[config.mk]
export PLATFORM = sky130hd
export DESIGN_NAME = dpram_b_arbiter_flat
export DESIGN_NICKNAME = d
export VERILOG_FILES = /design/src/rtl/dpram_b_arbiter_if.sv /design/src/rtl/dpram_b_arbiter.sv /design/src/flat_wrapper.sv
export SDC_FILE = /design/constraint.sdc
export NUM_CORES = 1
export LEC_CHECK = 0
export ABC_CLOCK_PERIOD_IN_PS = 2400
export CAP_MARGIN = 30
export CORE_UTILIZATION = 60
export DETAILED_ROUTE_END_ITERATION = 8
export DONT_BUFFER_PORTS = 1
export GPL_TIMING_DRIVEN = 0
export MAX_ROUTING_LAYER = met4
export PLACE_DENSITY = 0.83
export SKIP_CTS_REPAIR_TIMING = 1
export SYNTH_ARGS = -nofsm -noshare
export SYNTH_HDL_FRONTEND = slang
export SYNTH_SLANG_ARGS = --single-unit
[constraint.sdc]
create_clock -name clk_sys -period 2.4 [get_ports clk_sys]
set_input_delay 0.72 -clock clk_sys [delete_from_list [all_inputs] [get_ports clk_sys]]
set_output_delay 0.72 -clock clk_sys [all_outputs]
set_load 0.01 [all_outputs]
[src/rtl/dpram_b_arbiter_if.sv]
// Port-B bus between the RAM, the video fetch, the loader, the clear control and the arbiter.
// The master side is the requesters plus the RAM; the slave side is the arbiter.
interface dpram_b_arbiter_if #(
    parameter int data_width_g = 8,
    parameter int addr_width_g = 14
);
    logic                    clr_start;
    logic                    clr_busy;
    logic                    vid_req;
    logic [addr_width_g-1:0] vid_addr;
    logic                    vid_ack;
    logic                    vid_valid;
    logic [data_width_g-1:0] vid_q;
    logic                    ld_req;
    logic [addr_width_g-1:0] ld_addr;
    logic [data_width_g-1:0] ld_data;
    logic                    ld_ack;
    logic                    ram_cs_b;
    logic                    ram_we_b;
    logic [addr_width_g-1:0] ram_ad_b;
    logic [data_width_g-1:0] ram_d_b;
    logic [data_width_g-1:0] ram_q_b;

    modport master (
        output clr_start, vid_req, vid_addr, ld_req, ld_addr, ld_data, ram_q_b,
        input  clr_busy, vid_ack, vid_valid, vid_q, ld_ack,
               ram_cs_b, ram_we_b, ram_ad_b, ram_d_b
    );

    modport slave (
        input  clr_start, vid_req, vid_addr, ld_req, ld_addr, ld_data, ram_q_b,
        output clr_busy, vid_ack, vid_valid, vid_q, ld_ack,
               ram_cs_b, ram_we_b, ram_ad_b, ram_d_b
    );
endinterface

[src/rtl/dpram_b_arbiter.sv]
// Port-B sequencer: video reads (priority) and loader writes share one RAM port, plus a zero-fill engine.
// One access per cycle, registered outputs; read data returns two cycles after vid_ack.
module dpram_b_arbiter #(
    parameter int data_width_g = 8,
    parameter int addr_width_g = 14
) (
    input  logic                clk_sys,
    input  logic                reset,
    dpram_b_arbiter_if.slave    bus
);

    localparam logic [0:0] S_IDLE  = 1'b0;
    localparam logic [0:0] S_CLEAR = 1'b1;
    localparam logic [addr_width_g-1:0] CNT_LAST = '1;

    logic [0:0]              state_q, state_d;
    logic [addr_width_g-1:0] clr_cnt_q, clr_cnt_d;
    logic [1:0]              starve_q, starve_d;
    logic                    vid_ack_q, vid_ack_d;
    logic                    ld_ack_q, ld_ack_d;
    logic                    cs_q, cs_d;
    logic                    we_q, we_d;
    logic [addr_width_g-1:0] ad_q, ad_d;
    logic [data_width_g-1:0] dat_q, dat_d;
    logic                    rd_pend_q;
    logic                    vid_valid_q;
    logic [data_width_g-1:0] vid_q_q;

    logic vid_elig;
    logic ld_elig;
    logic ld_turn;

    // A requester acked last cycle may still show its req high; skip it once.
    assign vid_elig = bus.vid_req && !vid_ack_q;
    assign ld_elig  = bus.ld_req  && !ld_ack_q;
    assign ld_turn  = ld_elig && (!vid_elig || (starve_q == 2'd3));

    always_comb begin
        state_d   = state_q;
        clr_cnt_d = clr_cnt_q;
        starve_d  = starve_q;
        vid_ack_d = 1'b0;
        ld_ack_d  = 1'b0;
        cs_d      = 1'b0;
        we_d      = 1'b0;
        ad_d      = ad_q;
        dat_d     = dat_q;

        case (state_q)
            S_CLEAR: begin
                we_d      = 1'b1;
                ad_d      = clr_cnt_q;
                dat_d     = '0;
                clr_cnt_d = clr_cnt_q + 1'b1;
                if (clr_cnt_q == CNT_LAST) begin
                    state_d = S_IDLE;
                end
            end
            default: begin
                if (bus.clr_start) begin
                    state_d   = S_CLEAR;
                    clr_cnt_d = '0;
                end else if (ld_turn) begin
                    we_d     = 1'b1;
                    ad_d     = bus.ld_addr;
                    dat_d    = bus.ld_data;
                    ld_ack_d = 1'b1;
                    starve_d = 2'd0;
                end else if (vid_elig) begin
                    cs_d      = 1'b1;
                    ad_d      = bus.vid_addr;
                    vid_ack_d = 1'b1;
                    if (bus.ld_req && (starve_q != 2'd3)) begin
                        starve_d = starve_q + 2'd1;
                    end
                end
            end
        endcase

        if (!bus.ld_req) begin
            starve_d = 2'd0;
        end
    end

    always_ff @(posedge clk_sys or posedge reset) begin
        if (reset) begin
            state_q     <= S_IDLE;
            clr_cnt_q   <= '0;
            starve_q    <= 2'd0;
            vid_ack_q   <= 1'b0;
            ld_ack_q    <= 1'b0;
            cs_q        <= 1'b0;
            we_q        <= 1'b0;
            ad_q        <= '0;
            dat_q       <= '0;
            rd_pend_q   <= 1'b0;
            vid_valid_q <= 1'b0;
            vid_q_q     <= '0;
        end else begin
            state_q     <= state_d;
            clr_cnt_q   <= clr_cnt_d;
            starve_q    <= starve_d;
            vid_ack_q   <= vid_ack_d;
            ld_ack_q    <= ld_ack_d;
            cs_q        <= cs_d;
            we_q        <= we_d;
            ad_q        <= ad_d;
            dat_q       <= dat_d;
            // RAM captures the read one edge after vid_ack; its output is taken one edge later.
            rd_pend_q   <= vid_ack_q;
            vid_valid_q <= rd_pend_q;
            if (rd_pend_q) begin
                vid_q_q <= bus.ram_q_b;
            end
        end
    end

    assign bus.clr_busy  = (state_q == S_CLEAR);
    assign bus.vid_ack   = vid_ack_q;
    assign bus.ld_ack    = ld_ack_q;
    assign bus.vid_valid = vid_valid_q;
    assign bus.vid_q     = vid_q_q;
    assign bus.ram_cs_b  = cs_q;
    assign bus.ram_we_b  = we_q;
    assign bus.ram_ad_b  = ad_q;
    assign bus.ram_d_b   = dat_q;

endmodule

[src/flat_wrapper.sv]
// flat-port wrapper written by rule: the top's interface ports become plain ports
module dpram_b_arbiter_flat 
#(
    parameter int data_width_g = 8,
    parameter int addr_width_g = 14
)
  (clk_sys, reset, bus_clr_start, bus_vid_req, bus_vid_addr, bus_ld_req, bus_ld_addr, bus_ld_data, bus_ram_q_b, bus_clr_busy, bus_vid_ack, bus_vid_valid, bus_vid_q, bus_ld_ack, bus_ram_cs_b, bus_ram_we_b, bus_ram_ad_b, bus_ram_d_b);
  dpram_b_arbiter_if #(.data_width_g(data_width_g), .addr_width_g(addr_width_g)) bus_i ();
  input  logic clk_sys;
  input  logic reset;
  input wire logic [$bits(bus_i.clr_start)-1:0] bus_clr_start;
  input wire logic [$bits(bus_i.vid_req)-1:0] bus_vid_req;
  input wire logic [$bits(bus_i.vid_addr)-1:0] bus_vid_addr;
  input wire logic [$bits(bus_i.ld_req)-1:0] bus_ld_req;
  input wire logic [$bits(bus_i.ld_addr)-1:0] bus_ld_addr;
  input wire logic [$bits(bus_i.ld_data)-1:0] bus_ld_data;
  input wire logic [$bits(bus_i.ram_q_b)-1:0] bus_ram_q_b;
  output wire logic [$bits(bus_i.clr_busy)-1:0] bus_clr_busy;
  output wire logic [$bits(bus_i.vid_ack)-1:0] bus_vid_ack;
  output wire logic [$bits(bus_i.vid_valid)-1:0] bus_vid_valid;
  output wire logic [$bits(bus_i.vid_q)-1:0] bus_vid_q;
  output wire logic [$bits(bus_i.ld_ack)-1:0] bus_ld_ack;
  output wire logic [$bits(bus_i.ram_cs_b)-1:0] bus_ram_cs_b;
  output wire logic [$bits(bus_i.ram_we_b)-1:0] bus_ram_we_b;
  output wire logic [$bits(bus_i.ram_ad_b)-1:0] bus_ram_ad_b;
  output wire logic [$bits(bus_i.ram_d_b)-1:0] bus_ram_d_b;
  assign bus_i.clr_start = bus_clr_start;
  assign bus_i.vid_req = bus_vid_req;
  assign bus_i.vid_addr = bus_vid_addr;
  assign bus_i.ld_req = bus_ld_req;
  assign bus_i.ld_addr = bus_ld_addr;
  assign bus_i.ld_data = bus_ld_data;
  assign bus_i.ram_q_b = bus_ram_q_b;
  assign bus_clr_busy = bus_i.clr_busy;
  assign bus_vid_ack = bus_i.vid_ack;
  assign bus_vid_valid = bus_i.vid_valid;
  assign bus_vid_q = bus_i.vid_q;
  assign bus_ld_ack = bus_i.ld_ack;
  assign bus_ram_cs_b = bus_i.ram_cs_b;
  assign bus_ram_we_b = bus_i.ram_we_b;
  assign bus_ram_ad_b = bus_i.ram_ad_b;
  assign bus_ram_d_b = bus_i.ram_d_b;
  dpram_b_arbiter #(.data_width_g(data_width_g), .addr_width_g(addr_width_g)) u_core (.clk_sys(clk_sys), .reset(reset), .bus(bus_i));
endmodule
==> results of run 1 <==
worst register-to-register path: stages (launching register included):
cell	delay [ps]
dfrtp_1	400
ha_1	250
nor3b_4	340
nor2_4	120
buf_6	180
mux2i_1	190
o221ai_1	140
power by group through the flow:
stage	sequential [W]	clock (W)	combinational [W]
2_1_floorplan	0.00121	0	0.000304
3_3_place_gp	0.00125	0	0.000340
3_5_place_dp	0.00126	0	0.000361
4_1_cts	0.00124	0.000522	0.000365
5_1_grt	0.00127	0.000572	0.000412
6_report	0.00125	0.000520	0.000360
final timing paths:
path                                         start                       to  cells after the start
worst max-delay path            u_core.starve_q[0]  u_core.bus.ram_ad_b[11]                      6
worst min-delay path                         reset   u_core.bus.ram_ad_b[7]                      1
worst max register to register  u_core.starve_q[0]  u_core.bus.ram_ad_b[11]                      6
worst min register to register    u_core.rd_pend_q     u_core.bus.vid_valid                      0
max in group asynchronous                    reset   u_core.bus.ram_ad_b[4]                      2
min in group clk_sys              u_core.rd_pend_q     u_core.bus.vid_valid                      0
cell families after synthesis:
family,count (synthesis),synth area share (%)
muxes,35,15.1
buffers and inverters,28,5.12
xor gates and xnor gates,4,1.43
DFF,52,53.2
AOI/OAI and AO/OA,30,10.0
and+or+nand+nor,70,14.0
adders and majority gates,2,1.02
through the flow:
stage	setup slack, ps	setup TNS [ps]	hold slack [ps]
floorplan	422	0	352
global placement	-84.2	-4290	353
detailed placement	327	0	369
CTS	603	0	342
global route	498	0	351
finish	625	0	331
area by class of cell:
| type | instances | share of cell area (%) |
|---|---|---|
| multi-input combinational | 141 | 38.8 |
| clock buffer | 6 | 3.15 |
| tap | 48 | 2.29 |
| clock inverter | 2 | 0.573 |
| sequential | 52 | 49.6 |
| timing repair buffer | 1 | 0.763 |
| inverter | 17 | 2.43 |
| buffer | 11 | 2.34 |
cells in the final DEF (no fill, tap or decap), types with 3 or more instances in the layout:
cell type	n
buf_2	4
clkbuf_8	6
dfrtp_1	52
inv_1	15
mux2_2	8
mux2i_1	25
nand2_1	36
nand2b_1	4
nand3_1	6
nand4_1	3
nor2_1	11
o21ai_0	3
o221ai_1	10
o22ai_1	4
o31ai_1	3
xnor2_1	3
routing by layer:
metal	vias to the layer above	track usage [%]	wire, um
li1	778	-	-
met3	9	6.90	337
met2	59	38.5	2420
met1	817	31.2	1980
met5	-	-	0
met4	0	8.97	80
registers in the layout, indices dropped and copies added (netlist names):
name,cells
u_core.rd_pend_q,1
u_core.clr_cnt_q,14
u_core.bus.ram_ad_b,14
u_core.bus.clr_busy,1
u_core.bus.vid_ack,1
u_core.bus.ram_we_b,1
u_core.bus.ld_ack,1
u_core.bus.vid_q,8
u_core.bus.ram_d_b,8
u_core.bus.vid_valid,1
u_core.starve_q,2
==> results by group, run 1 <==
CTS
  – Clock tree sinks: 52
  – Root buf cell: clkbuf_8
  – Clock Latency Late Sink: 310 ps
  – Clock-pin slew on the worst setup and hold paths: about 90 ps
  – Total CTS buffers: 5
  – TritonCTS clock tree: built
  – Worst-case clock buffer depth: 2
  – Htree depth: 2

Route
  – Final WL: 4.82 mm
  – Drt pass-1 iters: 4
  – ANT nets after route: 0
  – DR iter-0 viols: 96
  – Drt wl/cell: about 17 um
  – DRC violations left: 0
  – DR vias: around 1,700
  – Vias/cell: about 6.0

Hold path
  – Tightest Hold Check Type: input pin to async pin

Die
  – Die Area: 4330 um^2
  – Die W: 65.8 um
  – Rows: 22
  – IO Pins: between 80 and 90
  – Die Ht: around 66 um
  – Area of the core: about 3800 um^2
  – Initial Util: between 60% and 70%

Critical path
  – Cell family with most CP delay: simple AND/OR/NAND/NOR gates
  – Worst Path Required: between 2000 and 3000 ps
  – Crit Path Max Fanout: 10
  – Max incr delay on CP: 400 ps
  – Critical Path Source Type: flip-flop
  – Crit. End Element: flip-flop
  – R2R setup slack: about 620 ps
  – Critical path class: flip-flop to flip-flop
  – Worst Path Buf+Inv: 1
  – Critical-path cell list: ha_1 -> nor3b_4 -> nor2_4 -> buf_6 -> mux2i_1 -> o221ai_1
  – Crit path arrival time: ~1900 ps
  – Slowest CP cell: dfrtp_1

Power
  – Peak VDD IR: ~0.43 mV
  – PD cells: between 800 and 900 nW/um^2
  – Sw Share: between 30% and 40%
  – Clock power frac: roughly a quarter
  – Seq pwr share: around 60%
  – Total chip power: 0.00213 W
  – Leakage: approximately 1.2 nW
  – Sw power: 0.000675 W
  – Comb pwr share: ~17%
  – Cell-internal power: between 0.001 and 0.0015 W

Yosys
  – Cells after synthesis: around 220
  – Area leader, netlist: dfrtp_1
  – Synth cell types: 39
  – Share of the synthesized area in the top cell type: roughly 53%
  – Ranking of synthesized cells by area: dfrtp_1 53%, mux2i_1 10%, nand2_1 5.5%
  – Post-synth EDFFs: 0
  – Synth Flop Type: dfrtp_1
  – Ys async rst share: 100%
  – Sequential-to-total area share from yosys stat: between 50% and 60%
  – Seq cells post-synth: 52
  – Most frequent cell after synthesis: dfrtp_1
  – Syn Nets: roughly 270
  – Syn Area/Cell: 11.1 um^2
  – Synth Warn #: 0
  – Synth top cells by count: 52 x dfrtp_1, 36 x nand2_1, 25 x mux2i_1
  – Synthesized cell area: about 2400 um^2

Finish
  – Area of the multi-input gates: 1020 um^2
  – Layout Nets: between 200 and 300
  – Final instance area: 2620 um^2
  – Fill count: about 280
  – Share of layout cells above drive strength 1: between 10% and 20%
  – Register Area: about 1300 um^2
  – Diodes inserted: 0
  – Finished Core Util: between 60 and 70%
  – P&R area growth vs syn: 7.27%
  – Fin cells: approximately 280

GRT
  – Largest net degree at the start of global routing: 28
  – All-Layer GR Usage: between 20% and 30%
  – Vias in the first global route: around 1,600
  – First-pass GRT wire length: approximately 7.7 mm
  – Antenna violations before repair: 0
  – Grt total ovfl: 0

Placed design
  – Placer's final routability congestion estimate: approximately 0.85
  – Placed inst area: 2520 um^2
  – Post-Place Cells: 270
  – DP HPWL: between 3 and 4 mm
  – Port bufs: 0

STA
  – RSZ-0062 raised after global routing: no
  – Crit path time final: around 1800 ps
  – Max Fclk: ~560 MHz
  – Clock skew: approximately 8.0 ps
  – Worst slew pin tran: 545 ps
  – Slew HR: ~64%
  – Endpoints failing hold: 0
  – Max-slew violations: 0
  – Period utilization: 74.0%
  – Final number of setup-violating endpoints: 0

Run
  – # Max-Cap Violations: 0

Status
  – Status: finished clean
No activity file was read; power rests on OpenSTA's default activity.
==> run 2, diff against run 1 <==
--- a/config.mk
+++ b/config.mk
@@ -5,14 +5,14 @@
 export SDC_FILE = /design/constraint.sdc
 export NUM_CORES = 1
 export LEC_CHECK = 0
-export ABC_CLOCK_PERIOD_IN_PS = 2400
+export ABC_CLOCK_PERIOD_IN_PS = 1450
 export CAP_MARGIN = 30
-export CORE_UTILIZATION = 60
+export CORE_UTILIZATION = 56
 export DETAILED_ROUTE_END_ITERATION = 8
 export DONT_BUFFER_PORTS = 1
 export GPL_TIMING_DRIVEN = 0
 export MAX_ROUTING_LAYER = met4
-export PLACE_DENSITY = 0.83
+export PLACE_DENSITY = 0.81
 export SKIP_CTS_REPAIR_TIMING = 1
 export SYNTH_ARGS = -nofsm -noshare
 export SYNTH_HDL_FRONTEND = slang
==> constraint.sdc (replaced) <==
create_clock -name clk_sys -period 1.45 [get_ports clk_sys]
set_input_delay 0.435 -clock clk_sys [delete_from_list [all_inputs] [get_ports clk_sys]]
set_output_delay 0.435 -clock clk_sys [all_outputs]
set_load 0.01 [all_outputs]
==> results by group, run 2 (synthesized netlist as in run 1, its figures left out) <==
Finish
  – Area of the multi-input gates: 1110 um^2
  – Finished Core Util: 69.4%
  – Most frequent cells in the layout: 49 x dfrtp_1, 35 x nand2_1, 24 x mux2i_1, 15 x inv_1, 10 x nor2_1
  – Register Area: between 1000 and 1500 um^2
  – Fill count: 283
  – Most common cell after layout, fill and taps aside: dfrtp_1
  – P&R area growth vs syn: 16.1%
  – Diodes inserted: 0
  – Layout Nets: 289
  – Share of layout cells above drive strength 1: between 20 and 30%

Route
  – Vias/cell: 5.85
  – Final WL: roughly 5.1 mm
  – ANT nets after route: 0
  – Drt pass-1 iters: 4
  – Drt wl/cell: between 15 and 20 um
  – DR vias: around 1,700
  – DRC violations left: 0
  – DR iter-0 viols: approximately 130

Critical path
  – Critical Path Source Type: flip-flop
  – R2R setup slack: -170 ps
  – Crit. End Element: flip-flop
  – Worst Path Required: 1640 ps
  – Crit path arrival time: roughly 1800 ps
  – Worst R2R Start: u_core.starve_q[0]
  – Terminus of the critical flop-to-flop path: u_core.bus.ram_we_b
  – Crit Path Max Fanout: 4
  – Worst r2r path cells: 6
  – Critical path class: flip-flop to flip-flop

CTS
  – Clock tree sinks: 52
  – Clock Latency Late Sink: 300 ps
  – Htree depth: 2
  – Root buf cell: clkbuf_8
  – Clock-pin slew on the worst setup and hold paths: about 90 ps
  – Total CTS buffers: 5
  – Worst-case clock buffer depth: 2
  – TritonCTS clock tree: built

STA
  – Period utilization: 111%
  – Clock skew: between 6 and 7 ps
  – Endpoints failing hold: 17
  – PnR worst setup slack: -166 ps
  – Max-slew violations: 0
  – Crit path time final: 1620 ps
  – Hold slack final: -15.9 ps
  – Slew HR: between 70% and 80%
  – Max Fclk: between 600 and 700 MHz
  – RSZ-0062 raised after global routing: yes
  – Worst slew pin tran: ~420 ps
  – Final number of setup-violating endpoints: 26

Power
  – Peak VDD IR: 0.544 mV
  – PD cells: 1340 nW/um^2
  – Cell-internal power: ~0.0026 W
  – Total chip power: around 0.0038 W
  – Comb pwr share: approximately 19%
  – Sw power: 0.00119 W
  – Sw Share: a little under a third
  – Clock power frac: 25.6%
  – Leakage: around 1.3 nW
  – Seq pwr share: 55.0%

GRT
  – Antenna violations before repair: 0
  – First-pass GRT wire length: 7.24 mm
  – Vias in the first global route: 1,494
  – All-Layer GR Usage: between 20% and 30%
  – Largest net degree at the start of global routing: 36
  – Grt total ovfl: 0

Placed design
  – DP HPWL: roughly 3.5 mm
  – Placer's final routability congestion estimate: approximately 0.8
  – Port bufs: 0

Die
  – Die Ht: 68.1 um
  – Rows: 23
  – Area of the core: a little over 4000 um^2
  – Initial Util: between 50 and 60%
  – IO Pins: between 80 and 90
  – Die W: 68.1 um
  – Die Area: about 4600 um^2

Status
  – Failing checks: negative hold slack, negative setup slack
  – Status: finished, violations left

Hold path
  – Tightest Hold Check Type: input pin to async pin

Run
  – # Max-Cap Violations: 0
run 2: per-layer routing:
metal	vias up	share of wire, %	GRT usage [%]
li1	807	-	-
met1	807	40	28.3
met2	65	51	35.2
met3	11	6.6	5.50
met4	0	2.0	9.11
met5	-	0	-
run 2: worst max path at each step:
stage / from / end / depth (start not counted)
3_5_place_dp: bus_clr_start / u_core.bus.ram_ad_b[11] / 5
2_1_floorplan: u_core.starve_q[0] / u_core.bus.ram_ad_b[0] / 5
3_3_place_gp: bus_clr_start / u_core.bus.ram_ad_b[11] / 5
5_1_grt: u_core.starve_q[0] / u_core.bus.ram_ad_b[0] / 5
4_1_cts: u_core.bus.vid_ack / u_core.bus.ram_ad_b[11] / 5
6_report: u_core.starve_q[0] / u_core.bus.ram_we_b / 6
run 2: final cells by class:
| class | count | area share (%) |
|---|---|---|
| buffer | 10 | 2.82 |
| clock buffer | 6 | 2.56 |
| clock inverter | 2 | 1.23 |
| inverter | 17 | 2.38 |
| multi-input combinational | 141 | 39.2 |
| sequential | 52 | 46.0 |
| tap | 50 | 2.20 |
| timing repair buffer | 11 | 3.62 |
run 2: critical path, stage by stage (launching register included):
cell     delay, ps
dfrtp_1        430
ha_4           190
nor3b_4        270
buf_6          160
nor3_4          50
buf_6          140
or2_2          260
run 2: through the flow:
step	setup WS (ps)	setup TNS (ps)	instance area, um^2	std cells	hold slack, ps
2_1_floorplan	-108	-510	2470	221	352
4_1_cts	-252	-4560	2660	280	-4.50
6_report	-166	-2430	2840	289	-15.9
3_3_place_gp	-270	-3490	2530	271	355
3_5_place_dp	-271	-4290	2550	272	324
5_1_grt	-215	-4470	2840	289	-1.78
run 2: power by group through the flow:
stage | clock network [W] | registers, W | logic (W)
detailed placement | 0 | 0.00209 | 0.000611
CTS | 0.000970 | 0.00207 | 0.000617
floorplan | 0 | 0.00201 | 0.000519
global route | 0.00106 | 0.00214 | 0.000828
finish | 0.000973 | 0.00209 | 0.000736
global placement | 0 | 0.00207 | 0.000574
==> run 3, diff against run 2 <==
--- a/config.mk
+++ b/config.mk
@@ -10,9 +10,11 @@
 export CORE_UTILIZATION = 56
 export DETAILED_ROUTE_END_ITERATION = 8
 export DONT_BUFFER_PORTS = 1
+export GPL_ROUTABILITY_DRIVEN = 0
 export GPL_TIMING_DRIVEN = 0
 export MAX_ROUTING_LAYER = met4
-export PLACE_DENSITY = 0.81
+export PLACE_DENSITY = 0.75
+export RECOVER_POWER = 25
 export SKIP_CTS_REPAIR_TIMING = 1
 export SYNTH_ARGS = -nofsm -noshare
 export SYNTH_HDL_FRONTEND = slang
==> results by group, run 3 (synthesized netlist as in run 1, its figures left out) <==
Status
  – Failing checks: negative setup slack
  – Status: finished, violations left

STA
  – Max Fclk: approximately 600 MHz
  – PnR worst setup slack: -202 ps
  – Crit path time final: 1650 ps
  – Slew HR: 50.7%
  – Clock skew: 9.60 ps
  – Endpoints failing hold: 0
  – Final number of setup-violating endpoints: 24
  – RSZ-0062 raised after global routing: yes
  – Max-slew violations: 0
  – Hold slack final: around 220 ps
  – Period utilization: 114%
  – Worst slew pin tran: between 700 and 800 ps

CTS
  – Root buf cell: clkbuf_8
  – Clock Latency Late Sink: between 300 and 400 ps
  – Clock-pin slew on the worst setup and hold paths: around 100 ps
  – TritonCTS clock tree: built
  – Htree depth: 2
  – Total CTS buffers: 5
  – Worst-case clock buffer depth: 2
  – Clock tree sinks: 52

Route
  – ANT nets after route: 0
  – DR iter-0 viols: 80
  – Final WL: approximately 5 mm
  – Drt pass-1 iters: 5
  – Vias/cell: 5.95
  – Drt wl/cell: 17.7 um
  – DRC violations left: 0
  – DR vias: around 1,700

Finish
  – Most frequent cells in the layout: 51 x dfrtp_1, 33 x nand2_1, 24 x mux2i_1, 15 x inv_1, 11 x nor2_1
  – Diodes inserted: 0
  – Layout Nets: between 200 and 300
  – Most common cell after layout, fill and taps aside: dfrtp_1
  – P&R area growth vs syn: 13.1%
  – Share of layout cells above drive strength 1: approximately a quarter
  – Finished Core Util: around two thirds
  – Fill count: about 330

Power
  – Peak VDD IR: 0.606 mV
  – Leakage: 1.25 nW
  – PD cells: ~1400 nW/um^2

Die
  – Initial Util: roughly 60%
  – IO Pins: 85
  – Die Area: about 4600 um^2
  – Die Ht: around 68 um
  – Rows: 23
  – Area of the core: about 4100 um^2
  – Die W: between 60 and 70 um

Critical path
  – Critical path class: flip-flop to flip-flop
  – Critical-path cell list: ha_2 -> nor3b_4 -> nor2_4 -> mux2_4 -> o221a_4
  – Worst Path Required: between 1500 and 2000 ps
  – Max incr delay on CP: roughly 400 ps
  – Crit. End Element: flip-flop
  – Crit path arrival time: 1860 ps
  – Critical Path Source Type: flip-flop
  – Crit Path Max Fanout: 5
  – Worst Path Buf+Inv: 0
  – Cell family with most CP delay: simple AND/OR/NAND/NOR gates
  – Slowest CP cell: dfrtp_1

GRT
  – All-Layer GR Usage: a little under a quarter
  – Largest net degree at the start of global routing: 38
  – First-pass GRT wire length: 7.56 mm
  – Vias in the first global route: 1,610
  – Antenna violations before repair: 0
  – Grt total ovfl: 0

Placed design
  – Port bufs: 0
  – DP HPWL: 3.48 mm

Hold path
  – Tightest Hold Check Type: input pin to flip-flop

Run
  – # Max-Cap Violations: 0
run 3: cell count changes in the layout (fill, tap and decap cells not counted), sizes merged:
cell	delta
dlygate4sd3	+1
clkbuf	-2
inv	+1
buf	-2
clkinv	-1
clkinvlp	+1
run 3: layout make-up:
class | count | area, um^2 | share of cell area [%]
multi-input cells | 141 | 1080 | 39.0
clock inverters | 3 | 46.3 | 1.67
clock buffers | 5 | 68.8 | 2.49
well taps | 50 | 62.6 | 2.26
repair buffers | 9 | 77.6 | 2.81
inverters | 17 | 65.1 | 2.35
flip-flops and latches | 52 | 1300 | 47.1
plain buffers | 10 | 65.1 | 2.35
run 3: worst paths after layout:
check,startpoint,to,slack [ps],depth (start not counted)
worst max-delay path,u_core.starve_q[0],u_core.bus.ram_ad_b[7],-200,5
worst min-delay path,bus_ld_req,u_core.bus.vid_ack,220,1
worst max register to register,u_core.starve_q[0],u_core.bus.ram_ad_b[7],-200,5
worst min register to register,u_core.rd_pend_q,u_core.bus.vid_valid,390,0
max in group asynchronous,reset,u_core.bus.vid_ack,90,3
min in group asynchronous,reset,u_core.bus.ram_ad_b[1],700,2
run 3: layer usage:
metal	share of wire, %	wire length [um]	track usage (%)	up-vias
li1	-	-	-	800
met1	44	2230	30.1	837
met2	48	2440	34.4	65
met3	6.5	330	5.33	7
met4	1.4	70	8.59	0
met5	0	0	-	-
run 3: metrics by stage:
stage / TNS [ps] / instance area [um^2] / worst slack (ps) / power (W) / cells
4_1_cts: -4920 / 2670 / -344 / 0.00370 / 280
2_1_floorplan: -510 / 2470 / -108 / 0.00253 / 221
5_1_grt: -4940 / 2770 / -235 / 0.00397 / 287
6_report: -2730 / 2770 / -202 / 0.00376 / 287
3_3_place_gp: -4100 / 2530 / -315 / 0.00266 / 271
3_5_place_dp: -4170 / 2550 / -303 / 0.00271 / 272
run 3: power by group:
group / leakage, nW / total (W) / switching (W) / internal, W
clock network: 0.0548 / 0.00101 / 0.000487 / 0.000520
registers: 0.656 / 0.00207 / 0.000356 / 0.00171
logic: 0.542 / 0.000687 / 0.000335 / 0.000352
total: 1.25 / 0.00376 / 0.00118 / 0.00259
